## config.mk

```make
export PLATFORM = sky130hd
export DESIGN_NAME = multicycle_ctrl
export DESIGN_NICKNAME = d
export VERILOG_FILES = /design/src/rtl/rv_ctrl_pkg.sv /design/src/rtl/mem_wait_timer.sv /design/src/rtl/multicycle_ctrl.sv
export SDC_FILE = /design/constraint.sdc
export NUM_CORES = 1
export LEC_CHECK = 0
export CORE_MARGIN = 2
export CORE_UTILIZATION = 55
export CTS_BUF_LIST = sky130_fd_sc_hd__clkbuf_4 sky130_fd_sc_hd__clkbuf_8
export CTS_CLUSTER_SIZE = 14
export DETAILED_ROUTE_END_ITERATION = 10
export DONT_BUFFER_PORTS = 1
export HOLD_SLACK_MARGIN = 0.08
export PLACE_DENSITY = 0.78
export RECOVER_POWER = 100
export SLEW_MARGIN = 30
export SYNTH_ARGS = -nofsm -noshare
export SYNTH_HDL_FRONTEND = slang
export SYNTH_SLANG_ARGS = --single-unit
```

## constraint.sdc

```tcl
create_clock -name clk -period 2.6 [get_ports clk]
set_clock_uncertainty 0.1 [all_clocks]
set_input_delay 0.39 -clock clk [delete_from_list [all_inputs] [get_ports clk]]
set_output_delay 0.39 -clock clk [all_outputs]
set_load 0.02 [all_outputs]
```

## src/rtl/rv_ctrl_pkg.sv

```systemverilog
// rtl/rv_ctrl_pkg.sv - shared types and opcodes for the multi-cycle RV32I control path
package rv_ctrl_pkg;

    typedef enum logic [3:0] {
        FETCH, DECODE, MEMADR, MEMREAD, MEMWB, MEMWRITE,
        EXECR, EXECI, ALUWB, BEQ, JAL, TRAP
    } state_t;

    localparam logic [6:0] OP_LOAD   = 7'b0000011;
    localparam logic [6:0] OP_STORE  = 7'b0100011;
    localparam logic [6:0] OP_RTYPE  = 7'b0110011;
    localparam logic [6:0] OP_ITYPE  = 7'b0010011;
    localparam logic [6:0] OP_BRANCH = 7'b1100011;
    localparam logic [6:0] OP_JAL    = 7'b1101111;

    typedef enum logic [1:0] {ALU_ADD = 2'b00, ALU_SUB = 2'b01, ALU_FUNCT = 2'b10} alu_op_t;
    typedef enum logic [1:0] {SRCA_PC = 2'b00, SRCA_OLDPC = 2'b01, SRCA_RS1 = 2'b10} alu_src_a_t;
    typedef enum logic [1:0] {SRCB_RS2 = 2'b00, SRCB_IMM = 2'b01, SRCB_FOUR = 2'b10} alu_src_b_t;
    typedef enum logic [1:0] {RES_ALUOUT = 2'b00, RES_MEM = 2'b01, RES_ALU = 2'b10} result_src_t;
    typedef enum logic [1:0] {IMM_I = 2'b00, IMM_S = 2'b01, IMM_B = 2'b10, IMM_J = 2'b11} imm_src_t;
    typedef enum logic [1:0] {CAUSE_NONE = 2'b00, CAUSE_ILLEGAL = 2'b01, CAUSE_TIMEOUT = 2'b10} trap_cause_t;

    function automatic imm_src_t imm_src_of(input logic [6:0] op);
        case (op)
            OP_STORE:  return IMM_S;
            OP_BRANCH: return IMM_B;
            OP_JAL:    return IMM_J;
            default:   return IMM_I;
        endcase
    endfunction

endpackage

```

## src/rtl/mem_wait_timer.sv

```systemverilog
// rtl/mem_wait_timer.sv - counts memory wait cycles and flags a bus timeout
module mem_wait_timer #(
    parameter int WAIT_LIMIT = 16
) (
    input  logic clk,
    input  logic rst,
    input  logic clear,
    input  logic waiting,
    output logic timeout
);
    localparam int CW = (WAIT_LIMIT < 1) ? 1 : $clog2(WAIT_LIMIT + 1);
    localparam logic [CW-1:0] LIMIT = CW'(WAIT_LIMIT);

    logic [CW-1:0] count;

    // Saturates at the limit so a disabled or ignored timeout never wraps
    always_ff @(posedge clk) begin
        if (rst || clear) begin
            count <= '0;
        end else if (waiting && count != LIMIT) begin
            count <= count + 1'b1;
        end
    end

    assign timeout = (WAIT_LIMIT != 0) && waiting && (count == LIMIT);

endmodule

```

## src/rtl/multicycle_ctrl.sv

```systemverilog
// rtl/multicycle_ctrl.sv - main FSM sequencing fetch/decode/execute/memory/writeback
module multicycle_ctrl
    import rv_ctrl_pkg::*;
#(
    parameter int WAIT_LIMIT = 16
) (
    input  logic       clk,
    input  logic       rst,
    input  logic [6:0] op_code,
    input  logic       zero,
    input  logic       mem_ready,
    output logic       mem_req,
    output logic       mem_write,
    output logic       adr_src,
    output logic       ir_write,
    output logic       pc_write,
    output logic       reg_write,
    output logic [1:0] alu_src_a,
    output logic [1:0] alu_src_b,
    output logic [1:0] alu_op,
    output logic [1:0] result_src,
    output logic [1:0] imm_src,
    output logic       instr_done,
    output logic       trap,
    output logic [1:0] trap_cause
);
    state_t      state, state_next;
    trap_cause_t cause_q, cause_next;
    logic        in_mem_state;
    logic        timeout;

    assign in_mem_state = (state == FETCH) || (state == MEMREAD) || (state == MEMWRITE);

    // Cleared whenever no access is pending or one completes, so each access starts at 0
    mem_wait_timer #(.WAIT_LIMIT(WAIT_LIMIT)) u_wait_timer (
        .clk     (clk),
        .rst     (rst),
        .clear   (!in_mem_state || mem_ready),
        .waiting (in_mem_state && !mem_ready),
        .timeout (timeout)
    );

    always_ff @(posedge clk) begin
        if (rst) begin
            state   <= FETCH;
            cause_q <= CAUSE_NONE;
        end else begin
            state   <= state_next;
            cause_q <= cause_next;
        end
    end

    always_comb begin
        state_next = state;
        cause_next = cause_q;
        mem_req    = 1'b0;
        mem_write  = 1'b0;
        adr_src    = 1'b0;
        ir_write   = 1'b0;
        pc_write   = 1'b0;
        reg_write  = 1'b0;
        instr_done = 1'b0;
        alu_src_a  = SRCA_PC;
        alu_src_b  = SRCB_RS2;
        alu_op     = ALU_ADD;
        result_src = RES_ALUOUT;
        case (state)
            FETCH: begin
                mem_req    = 1'b1;
                alu_src_b  = SRCB_FOUR;
                result_src = RES_ALU;
                if (mem_ready) begin
                    ir_write   = 1'b1;
                    pc_write   = 1'b1;
                    state_next = DECODE;
                end else if (timeout) begin
                    state_next = TRAP;
                    cause_next = CAUSE_TIMEOUT;
                end
            end
            DECODE: begin
                alu_src_a = SRCA_OLDPC;
                alu_src_b = SRCB_IMM;
                case (op_code)
                    OP_LOAD, OP_STORE: state_next = MEMADR;
                    OP_RTYPE:          state_next = EXECR;
                    OP_ITYPE:          state_next = EXECI;
                    OP_BRANCH:         state_next = BEQ;
                    OP_JAL:            state_next = JAL;
                    default: begin
                        state_next = TRAP;
                        cause_next = CAUSE_ILLEGAL;
                    end
                endcase
            end
            MEMADR: begin
                alu_src_a  = SRCA_RS1;
                alu_src_b  = SRCB_IMM;
                state_next = op_code[5] ? MEMWRITE : MEMREAD;
            end
            MEMREAD: begin
                mem_req = 1'b1;
                adr_src = 1'b1;
                if (mem_ready) begin
                    state_next = MEMWB;
                end else if (timeout) begin
                    state_next = TRAP;
                    cause_next = CAUSE_TIMEOUT;
                end
            end
            MEMWB: begin
                result_src = RES_MEM;
                reg_write  = 1'b1;
                instr_done = 1'b1;
                state_next = FETCH;
            end
            MEMWRITE: begin
                mem_req   = 1'b1;
                mem_write = 1'b1;
                adr_src   = 1'b1;
                if (mem_ready) begin
                    instr_done = 1'b1;
                    state_next = FETCH;
                end else if (timeout) begin
                    state_next = TRAP;
                    cause_next = CAUSE_TIMEOUT;
                end
            end
            EXECR: begin
                alu_src_a  = SRCA_RS1;
                alu_op     = ALU_FUNCT;
                state_next = ALUWB;
            end
            EXECI: begin
                alu_src_a  = SRCA_RS1;
                alu_src_b  = SRCB_IMM;
                alu_op     = ALU_FUNCT;
                state_next = ALUWB;
            end
            ALUWB: begin
                reg_write  = 1'b1;
                instr_done = 1'b1;
                state_next = FETCH;
            end
            BEQ: begin
                alu_src_a  = SRCA_RS1;
                alu_op     = ALU_SUB;
                instr_done = 1'b1;
                pc_write   = zero;
                state_next = FETCH;
            end
            JAL: begin
                alu_src_a  = SRCA_OLDPC;
                alu_src_b  = SRCB_FOUR;
                pc_write   = 1'b1;
                state_next = ALUWB;
            end
            TRAP: state_next = TRAP;
            default: state_next = FETCH;
        endcase
        // Reset overrides everything so an aborted instruction cannot write
        if (rst) begin
            mem_req    = 1'b0;
            mem_write  = 1'b0;
            adr_src    = 1'b0;
            ir_write   = 1'b0;
            pc_write   = 1'b0;
            reg_write  = 1'b0;
            instr_done = 1'b0;
            alu_src_a  = SRCA_PC;
            alu_src_b  = SRCB_RS2;
            alu_op     = ALU_ADD;
            result_src = RES_ALUOUT;
        end
    end

    assign trap       = !rst && (state == TRAP);
    assign trap_cause = rst ? CAUSE_NONE : cause_q;
    assign imm_src    = imm_src_of(op_code);

endmodule

```

==> reports/results.tsv <==
stage	metric	value	unit
detailed_routing	vias_per_cell	6.42	
detailed_routing	wl_per_cell	14.6	um
floorplan	dieArea	2250	um^2
synthesis	syn-num-nets	155	
detailed_routing	num_vias	1092	
power_and_ir_drop	max-vdd-ir-drop	535	uV
critical_path	r2r_slack	0.33	ns
finish	final_core_utilization	61.6	%
place	placed_area	1090	um^2
critical_path	reg2regPathDepth	5	
synthesis	synth_compound_area_share	24.0	%
min_path	hp-class	in -> reg	
floorplan	boundaryPins	31	
cts	cts_buffers	3	
synthesis	synth_cell_types	46	
synthesis	ys_seq_area_share	21.2	%
cts	post_cts_resized	0	
floorplan	rows	15	
critical_path	worstSetupPathType	reg -> out	
cts	cts.path.max_buffers	2	
synthesis	avgSynthCellArea	7.30	um^2
synthesis	synth_top_family_by_area	simple AND/OR/NAND/NOR gates	
sta	grt_setup_unrepaired	false	
place	dp_hpwl	1.86	mm
sta	drv_slew	0	
global_route	grt_pass1_wl	4.00	mm
sta	min_period_over_period	92.0	%
global_route	overflow	0	
synthesis	synth_seq_cells	11	
floorplan	fp.dieW	47.4	um
detailed_routing	drtIter0Drc	40	
cts	cts.clk_slew.worst_paths	0.08	ns
synthesis	syn_area	1040	um^2
global_route	grt_max_degree	22	
sta	slew_headroom	55.1	%
synthesis	synth_edf_count	0	
detailed_routing	postRouteWirelength	2.49	mm
power_and_ir_drop	powerDensity	931	nW/um^2
cts	cts_setup_buffers	0	
finish	syn_to_final_growth	3.74	%
finish	fin_nets	159	
critical_path	worstSetupEndpoint	reg_write	
finish	n_antenna_cell	0	
global_route	track_usage	24.3	%
place	port_buffers	0	
run	drv_cap	0	
finish	final_area	1080	um^2
critical_path	setup.worst_path.start_class	register	
status	status	completed	
place	routabilityCongestion	0.825	
cts	cts_root_buf	clkbuf_4	
critical_path	critical_path_arrival	1.90	ns
synthesis	synthSimpleGateAreaFrac	39.7	%
synthesis	synth-adder-area-share	2.41	%
finish	drive_gt1_share	7.59	%
synthesis	synth_cells	142	
detailed_routing	firstDrtPassIters	4	
finish	fill_cells	166	
power_and_ir_drop	p_leak	0.386	nW
global_route	antenna_found_initial	0	
floorplan	die_h	47.4	um
sta	timing.fmax	418	MHz
critical_path	timing.rr.start	state[2]	
synthesis	async_reset_ff_share	0	%
critical_path	setup.worst_path.start	state[2]	
detailed_routing	drtAntennaViolNets	0	
synthesis	ys_warn_count	0	
sta	finalSetupViolations	0	
cts	cts_tree	yes	
floorplan	core	1750	um^2
synthesis	synth-xor-area-share	3.26	%
floorplan	start_util	59.4	%
sta	worst_pin_slew	0.672	ns
detailed_routing	drcViolationCount	0	
synthesis	synthMuxAreaShare	2.90	%
critical_path	rr_endpoint	cause_q[0]	
cts	clk_latency	0.27	ns
critical_path	cp_max_fo	12	
min_path	min_delay_path_depth	1	
cts	clkSinkCount	11	
critical_path	end_kind	output port	
global_route	first_global_vias	973	
synthesis	synth_ff_type	dfxtp_1	
sta	tns	0	ns
cts	h-tree-depth	1	
cts	cts_hold_buffers	0	
sta	finalHoldViolations	0	
critical_path	critical_path_required	2.11	ns
sta	min_period	2.39	ns
-- how the worst min path moves through the flow --
stage / endpoint / start / slack, ns
detailed placement: cause_q[1] / rst / 0.37
CTS: cause_q[1] / rst / 0.1
global route: cause_q[1] / rst / 0.09
global placement: u_wait_timer.count[4] / u_wait_timer.count[4] / 0.37
finish: cause_q[1] / rst / 0.1
floorplan: u_wait_timer.count[4] / u_wait_timer.count[4] / 0.35
-- sequential cells by signal, summed over array words and instances, names as in the netlist --
| signal | cells |
|---|---|
| u_wait_timer.count | 5 |
| cause_q | 2 |
| state | 4 |
-- per-stage QoR --
stage	instances	worst slack (ns)	power, mW	hold WS, ns
2_1_floorplan	142	0.334	0.790	0.354
3_3_place_gp	166	0.469	0.899	0.371
3_5_place_dp	166	0.420	0.917	0.374
4_1_cts	170	0.121	1.04	0.0983
5_1_grt	170	0.0479	1.08	0.0945
6_report	170	0.208	1.00	0.0981
-- final cells by class --
type                            count  area, um^2  area share (%)
Clock buffer                        4        30.0            2.79
Inverter                            6        22.5            2.09
Sequential cell                    11         220            20.5
Multi-Input combinational cell    115         729            67.8
Timing Repair Buffer                9        42.5            3.95
Tap cell                           25        31.3            2.91
-- critical path, cell delays in order (launching register included) --
cell and delay, ns:
dfxtp_1 0.58, clkbuf_1 0.44, xnor2_1 0.14, nor4_1 0.21, clkbuf_1 0.26
-- report_power, final --
part	leakage, nW	internal [mW]	switching (mW)
clock network	0.0184	0.0697	0.0603
logic	0.278	0.215	0.403
registers	0.0895	0.203	0.0500
-- metal layers --
layer | track usage (%) | up-vias | wire (um)
li1 | - | 530 | -
met1 | 31.6 | 509 | 1090
met2 | 40.8 | 43 | 1210
met3 | 2.64 | 10 | 137
met4 | 10.0 | 0 | 60
met5 | 0 | - | 0
-- cells in the mapped netlist (all sizes together) (3+ instances only) --
master,instances,area (um^2)
nor3,10,50.1
and2,3,18.8
nand3,3,15.0
a21oi,13,68.8
nor3b,3,22.5
dfxtp,11,220
nor2,12,45.0
mux2i,3,30.0
inv,5,18.8
clkbuf,4,15.0
nor4,3,18.8
nor4b,3,26.3
nor2b,6,37.5
nand2,10,37.5
nand2b,4,25.0
a22o,3,26.3
and3,3,18.8
o21ai,7,35.0
buf,6,30.0
or4,3,26.3
-- kinds of logic (layout without fill, tap and decap cells) --
group | count (synthesis) | after routing
simple gates | 71 | 71
compound gates | 36 | 36
buf+inv | 16 | 19
flops | 11 | 11
xor+xnor | 3 | 3
mux | 3 | 3
fa+ha+maj | 2 | 2
-- cell usage in the layout, fill, tap and decap left out, drive strengths merged, types with 2 or more instances in the layout --
cell,n
nor3,10
and2,3
xor2,2
clkbuf,11
buf,2
nand3,3
a2bb2oi,2
nand2b,4
nor4,3
a22o,3
o21ai,7
nand2,10
nor2b,6
ha,2
inv,5
a31oi,2
o211ai,2
nor2,12
dfxtp,11
and3,3
nor4b,3
or4,3
a21oi,13
nand4,2
mux2i,3
nor3b,3
(Power assumes the default switching activity.)
